## config.mk

```make
export PLATFORM = sky130hd
export DESIGN_NAME = me_search_ctrl
export DESIGN_NICKNAME = d
export VERILOG_FILES = /design/src/rtl/me_pkg.sv /design/src/rtl/me_tag_delay.sv /design/src/rtl/me_search_ctrl.sv
export SDC_FILE = /design/constraint.sdc
export NUM_CORES = 1
export LEC_CHECK = 0
export ABC_AREA = 0
export CAP_MARGIN = 20
export CORE_ASPECT_RATIO = 1.5
export CORE_UTILIZATION = 50
export CTS_BUF_LIST = sky130_fd_sc_hd__clkbuf_4
export DETAILED_ROUTE_END_ITERATION = 16
export PLACE_DENSITY = 0.89
export SLEW_MARGIN = 20
export SYNTH_ARGS = -nofsm -noshare
export SYNTH_HDL_FRONTEND = slang
export SYNTH_SLANG_ARGS = --single-unit
```

## constraint.sdc

```tcl
create_clock -name clk -period 1.88 [get_ports clk]
set_input_delay 0.282 -clock clk [delete_from_list [all_inputs] [get_ports clk]]
set_output_delay 0.282 -clock clk [all_outputs]
set_load 0.05 [all_outputs]
```

## src/rtl/me_pkg.sv

```systemverilog
// Shared types and default sizes for the motion-estimation full-search scheduler.
package me_pkg;

  localparam int DEF_SAD_W    = 16;
  localparam int DEF_MV_W     = 6;
  localparam int DEF_PIPE_LAT = 6;

  typedef enum logic [1:0] {
    IDLE  = 2'd0,
    ISSUE = 2'd1,
    DRAIN = 2'd2,
    DONE  = 2'd3
  } state_t;

  // valid sits in the MSB so a tag is easy to read in a waveform.
  typedef struct packed {
    logic                       valid;
    logic signed [DEF_MV_W-1:0] x;
    logic signed [DEF_MV_W-1:0] y;
  } tag_t;

endpackage

```

## src/rtl/me_tag_delay.sv

```systemverilog
// Free-running tag shift register that mirrors the SAD adder-tree latency so each
// SAD leaving the tree can be paired with the vector that produced it.
module me_tag_delay
  import me_pkg::*;
#(
  parameter int  PIPE_LAT = DEF_PIPE_LAT,
  parameter type tag_t    = me_pkg::tag_t
) (
  input  logic clk,
  input  logic rst,
  input  tag_t tag_in,
  output tag_t tag_out,
  output logic any_valid
);

  tag_t stage [PIPE_LAT];

  // NOTE: a short shift register may be fully reset; a RAM-backed history could not be.
  always_ff @(posedge clk) begin
    if (rst) begin
      for (int i = 0; i < PIPE_LAT; i++) stage[i] <= '0;
    end else begin
      // NOTE: non-blocking so every stage samples the previous stage's old value.
      stage[0] <= tag_in;
      for (int i = 1; i < PIPE_LAT; i++) stage[i] <= stage[i-1];
    end
  end

  assign tag_out = stage[PIPE_LAT-1];

  // Only tags still travelling count; the exiting tag is captured in this same cycle.
  always_comb begin
    // NOTE: default first so the OR-reduction never infers a latch.
    any_valid = 1'b0;
    for (int i = 0; i < PIPE_LAT - 1; i++) any_valid = any_valid | stage[i].valid;
  end

endmodule

```

## src/rtl/me_search_ctrl.sv

```systemverilog
// Full-search motion-estimation scheduler: issues every candidate vector in raster
// order, pairs returning SADs with their vectors and keeps the minimum.
module me_search_ctrl
  import me_pkg::*;
#(
  parameter int RANGE    = 16,
  parameter int MV_W     = DEF_MV_W,
  parameter int SAD_W    = DEF_SAD_W,
  parameter int PIPE_LAT = DEF_PIPE_LAT
) (
  input  logic                    clk,
  input  logic                    rst,
  input  logic                    start,
  output logic                    busy,
  output logic                    done,
  output logic                    cand_valid,
  input  logic                    cand_ready,
  output logic signed [MV_W-1:0]  cand_x,
  output logic signed [MV_W-1:0]  cand_y,
  input  logic        [SAD_W-1:0] sum_in,
  output logic        [SAD_W-1:0] best_sad,
  output logic signed [MV_W-1:0]  best_mvx,
  output logic signed [MV_W-1:0]  best_mvy
);

  typedef struct packed {
    logic                   valid;
    logic signed [MV_W-1:0] x;
    logic signed [MV_W-1:0] y;
  } mv_tag_t;

  localparam logic signed [MV_W-1:0] MV_MIN = MV_W'(-RANGE);
  localparam logic signed [MV_W-1:0] MV_MAX = MV_W'(RANGE - 1);
  localparam logic signed [MV_W-1:0] MV_ONE = MV_W'(1);

  state_t  state;
  logic    first;
  logic    accept;
  logic    capture;
  logic    in_flight;
  mv_tag_t tag_in;
  mv_tag_t tag_out;

  assign accept = cand_valid && cand_ready;
  assign tag_in = '{valid: accept, x: cand_x, y: cand_y};

  me_tag_delay #(
    .PIPE_LAT (PIPE_LAT),
    .tag_t    (mv_tag_t)
  ) u_tag_delay (
    .clk       (clk),
    .rst       (rst),
    .tag_in    (tag_in),
    .tag_out   (tag_out),
    .any_valid (in_flight)
  );

  // Strict less-than keeps the earlier raster candidate on ties.
  assign capture = tag_out.valid && (first || (sum_in < best_sad));

  always_ff @(posedge clk) begin
    if (rst) begin
      state      <= IDLE;
      busy       <= 1'b0;
      done       <= 1'b0;
      cand_valid <= 1'b0;
      cand_x     <= '0;
      cand_y     <= '0;
      best_sad   <= '0;
      best_mvx   <= '0;
      best_mvy   <= '0;
      first      <= 1'b0;
    end else begin
      done <= 1'b0;

      if (capture) begin
        best_sad <= sum_in;
        best_mvx <= tag_out.x;
        best_mvy <= tag_out.y;
        first    <= 1'b0;
      end

      case (state)
        IDLE: begin
          if (start) begin
            state      <= ISSUE;
            busy       <= 1'b1;
            cand_valid <= 1'b1;
            cand_x     <= MV_MIN;
            cand_y     <= MV_MIN;
            first      <= 1'b1;
          end
        end

        ISSUE: begin
          if (accept) begin
            if (cand_x == MV_MAX) begin
              cand_x <= MV_MIN;
              if (cand_y == MV_MAX) begin
                cand_valid <= 1'b0;
                state      <= DRAIN;
              end else begin
                cand_y <= cand_y + MV_ONE;
              end
            end else begin
              cand_x <= cand_x + MV_ONE;
            end
          end
        end

        // The final tag is at the delay-line output when nothing else is in flight,
        // so its capture lands on the same edge that enters DONE.
        DRAIN: begin
          if (!in_flight) begin
            state <= DONE;
            done  <= 1'b1;
          end
        end

        DONE: begin
          state <= IDLE;
          busy  <= 1'b0;
        end

        default: state <= IDLE;
      endcase
    end
  end

endmodule

```

==> impl_results.md <==
- Met2 Wirelength: 5130 µm
- Hold path depth: 2
- Syn Inst Count: 450
- Die area: 9740 µm²
- Final min period: roughly 2.0 ns
- FF-to-FF End: best_sad[5]
- Pre-Repair DR Iteration Count: 4
- Mux share of post-synthesis cell area: 6.21%
- Hold Crit Class: in2reg
- CP arrival: 2.45 ns
- Final setup TNS: -2.45 ns
- Setup violators final: 28
- GR Util All Layers: 20.8%
- Drt wl/cell: 14.5 µm
- Worst Hold End: u_tag_delay.stage[0][75]
- PortBufs: 62
- Die width: 80.9 µm
- Failing checks: setup timing
- Max Cap Viol: 0
- Core box area: 8930 µm²
- Number of flops mapped to enable cells by yosys: 0
- IO Count: 63
- Post-DP HPWL: ~5700 µm
- Placer's final routability congestion estimate: 0.821
- Largest net degree at the start of global routing: 56
- Initial drt markers: 140
- Initial antenna violation count: 0
- Worst-Skew Late Latency: 0.51 ns
- Layout cells sized above 1: 21.3%
- Seq/Total Area, Yosys: between 50% and 60%
- Layout fillers: 648
- Row cnt: 42
- First-pass GRT wire length: 15300 µm
- P&R area growth vs syn: 31.7%
- Worst hold slack: 0.181 ns
- HP Start: rst
- Worst Path Required: 2.30 ns
- Final worst slack: -0.159 ns
- CTS HTree Levels: 4
- Metal3 WL: 495 µm
- Simple-Gate Fraction of Synth Area: 24.3%
- DR DRC count: 0
- RSZ-0062 raised after global routing: true
- Synth async-reset ratio: 0%
- Final Hold Violating Endpoints: 0
- Hold buffers post-CTS: 0
- Synth Register Bits: 124
- Largest family of logic cells by synthesized area: simple AND/OR/NAND/NOR gates
- Synth Area in Compound Gates: around 7%
- Synth Flop Type: dfxtp_1
- Critical path type: reg2reg
- Mapped cell area: 4670 µm²
- Clk slew on worst S/H paths: 0.10 ns
- Number of global-route vias before repair: 3480
- Vias: 3381
- Clock root cell: clkbuf_4
- Leak pwr: about 2.5 nW
- Crit path max fanout: 7
- Peak supply drop: 0.877 mV
- Status: finished, violations left
- Bufs on Longest Clock Path: 2
- F_max: between 0.4 and 0.5 GHz
- Post-DR vias/cell: 5.08
- Post-route ant nets: 0
- Ant diodes: 0
- Reg-to-reg startpoint: best_sad[13]
- Startpoint type of the worst setup path: flop
- Setup slack, reg-to-reg: -0.16 ns
- Pwr/cell area: 1050 nW/µm²
- CTS tree: yes
- Relative slew margins: 65.4%
- Final nets: 584
- Initial Utilization: 52.3%
- Final wirelength: 9660 µm
- Slew @ Worst Pin: 0.521 ns
- Avg Cell Area, Syn: 10.4 µm²
- Fin crit share: 108%
- Syn nets: 491
- Cell variety after synth: 41
- Global route overflow: 0
- Xor and xnor fraction of the mapped netlist area: less than 1%
- Highest metal used: met4
- Synth Area in Adders: under 10%
- Clock Skew: around 0.015 ns
- Yosys warns: 0
- R2r worst-path depth: 9
- CP Capture Type: flop
- CTS sink cnt: 124
- WL met1: 3680 µm
- Num CTS Buffers: 17
- Die height: roughly 120 µm
- Pins Over Slew Limit: 0
metrics by stage:
stage	total power, W	util, %	cells	area, µm²	setup WS, ns
finish	0.00643	68.9	665	6150	-0.159
global route	0.00672	68.9	665	6150	-0.203
CTS	0.00642	67.9	662	6070	-0.0744
detailed placement	0.00439	62.9	624	5620	-0.499
global placement	0.00431	62.9	624	5620	-0.425
floorplan	0.00388	-	450	4760	-0.0372
kinds of logic after synthesis:
logic type | count (synthesis)
flops | 124
compound gates | 46
simple gates | 189
fa+ha+maj | 21
mux | 29
xor+xnor | 1
buf+inv | 40
routing by layer:
metal | GRT usage [%] | up-vias
li1 | - | 1668
met1 | 20.1 | 1570
met2 | 37.9 | 111
met3 | 6.42 | 32
met4 | 11.4 | 0
met5 | 0 | -
cells in the final DEF, fill, tap and decap left out, types with 3 or more instances in the layout:
cell	count
dlygate4sd2_1	42
bufinv_16	4
nor2_1	14
clkdlybuf4s50_1	18
nand3_1	6
ha_1	15
clkinv_2	3
a21oi_2	3
nor3_1	4
inv_1	15
a21o_1	3
nor2b_1	78
ha_4	6
nand2b_1	61
nand4_1	3
and3_1	3
mux2i_1	27
buf_4	26
buf_12	3
a211o_1	3
dfxtp_1	100
a21oi_1	12
inv_2	4
dfxtp_4	11
o21ai_0	6
clkbuf_4	22
nand2_1	8
buf_16	3
dfxtp_2	13
area by class of cell:
class,count,area (µm²),share of cell area (%)
multi-input cells,286,2180,35.4
flip-flops and latches,124,2540,41.3
clock inverters,9,146,2.38
inverters,20,77.6,1.26
clock buffers,22,165,2.69
well taps,110,138,2.24
repair buffers,94,908,14.8
power by group:
group | internal (W) | switching, W | leakage [nW]
Combinational | 0.000642 | 0.000880 | 1.32
Sequential | 0.00278 | 0.000127 | 1.02
Clock | 0.00111 | 0.000890 | 0.171
Total | 0.00453 | 0.00190 | 2.51
state kept, by name, indices dropped and copies added, names as in the netlist:
register and cells:
cand_valid 1, state 2, cand_y 6, first 1, u_tag_delay.stage 78, done 1, best_mvy 6, cand_x 6
best_mvx 6, busy 1, best_sad 16
synthesized netlist by cell type, types with 2 or more instances:
cell	number	area, µm²
dfxtp_1	124	2480
nor2b_1	78	488
nand2b_1	61	382
mux2i_1	29	290
ha_1	21	263
inv_1	20	75.1
clkbuf_1	16	60.1
a21oi_1	15	75.1
nor2_1	15	56.3
nand2_1	8	30.0
nand3_1	6	30.0
o21ai_0	6	30.0
a211oi_1	4	30.0
and3_1	4	25.0
nor3_1	4	20.0
a211o_1	3	26.3
a21o_1	3	22.5
nand4_1	3	18.8
a311oi_1	2	17.5
a41oi_1	2	17.5
buf_4	2	15.0
buf_6	2	22.5
nand3b_1	2	15.0
o211ai_1	2	15.0
or3_1	2	12.5
worst max-delay path: stages (launching register included):
cell and delay, ns:
dfxtp_4 0.37, inv_4 0.04, ha_4 0.20, a21o_1 0.19
a21oi_2 0.19, o311ai_4 0.12, a211oi_4 0.30, buf_6 0.18
buf_12 0.14, mux2i_2 0.23
how the worst max path moves through the flow:
| stage | startpoint | end | slack, ns | cells past startpoint |
|---|---|---|---|---|
| 2_1_floorplan | best_sad[13] | best_sad[0] | -0.04 | 9 |
| 6_report | best_sad[13] | best_sad[5] | -0.16 | 9 |
| 4_1_cts | best_sad[13] | best_sad[5] | -0.07 | 9 |
| 5_1_grt | best_sad[7] | best_sad[5] | -0.20 | 8 |
| 3_5_place_dp | sum_in[4] | best_sad[12] | -0.50 | 7 |
| 3_3_place_gp | sum_in[1] | best_sad[10] | -0.43 | 7 |
what timing repair did:
item | CTS | global route
gates resized for setup | 60 | 12
pin swaps | 3 | 11
endpoints found under the setup margin | 71 | 33
buffers inserted | 4 | 3
cloned | 3 | 0
(Power assumes the default switching activity.)
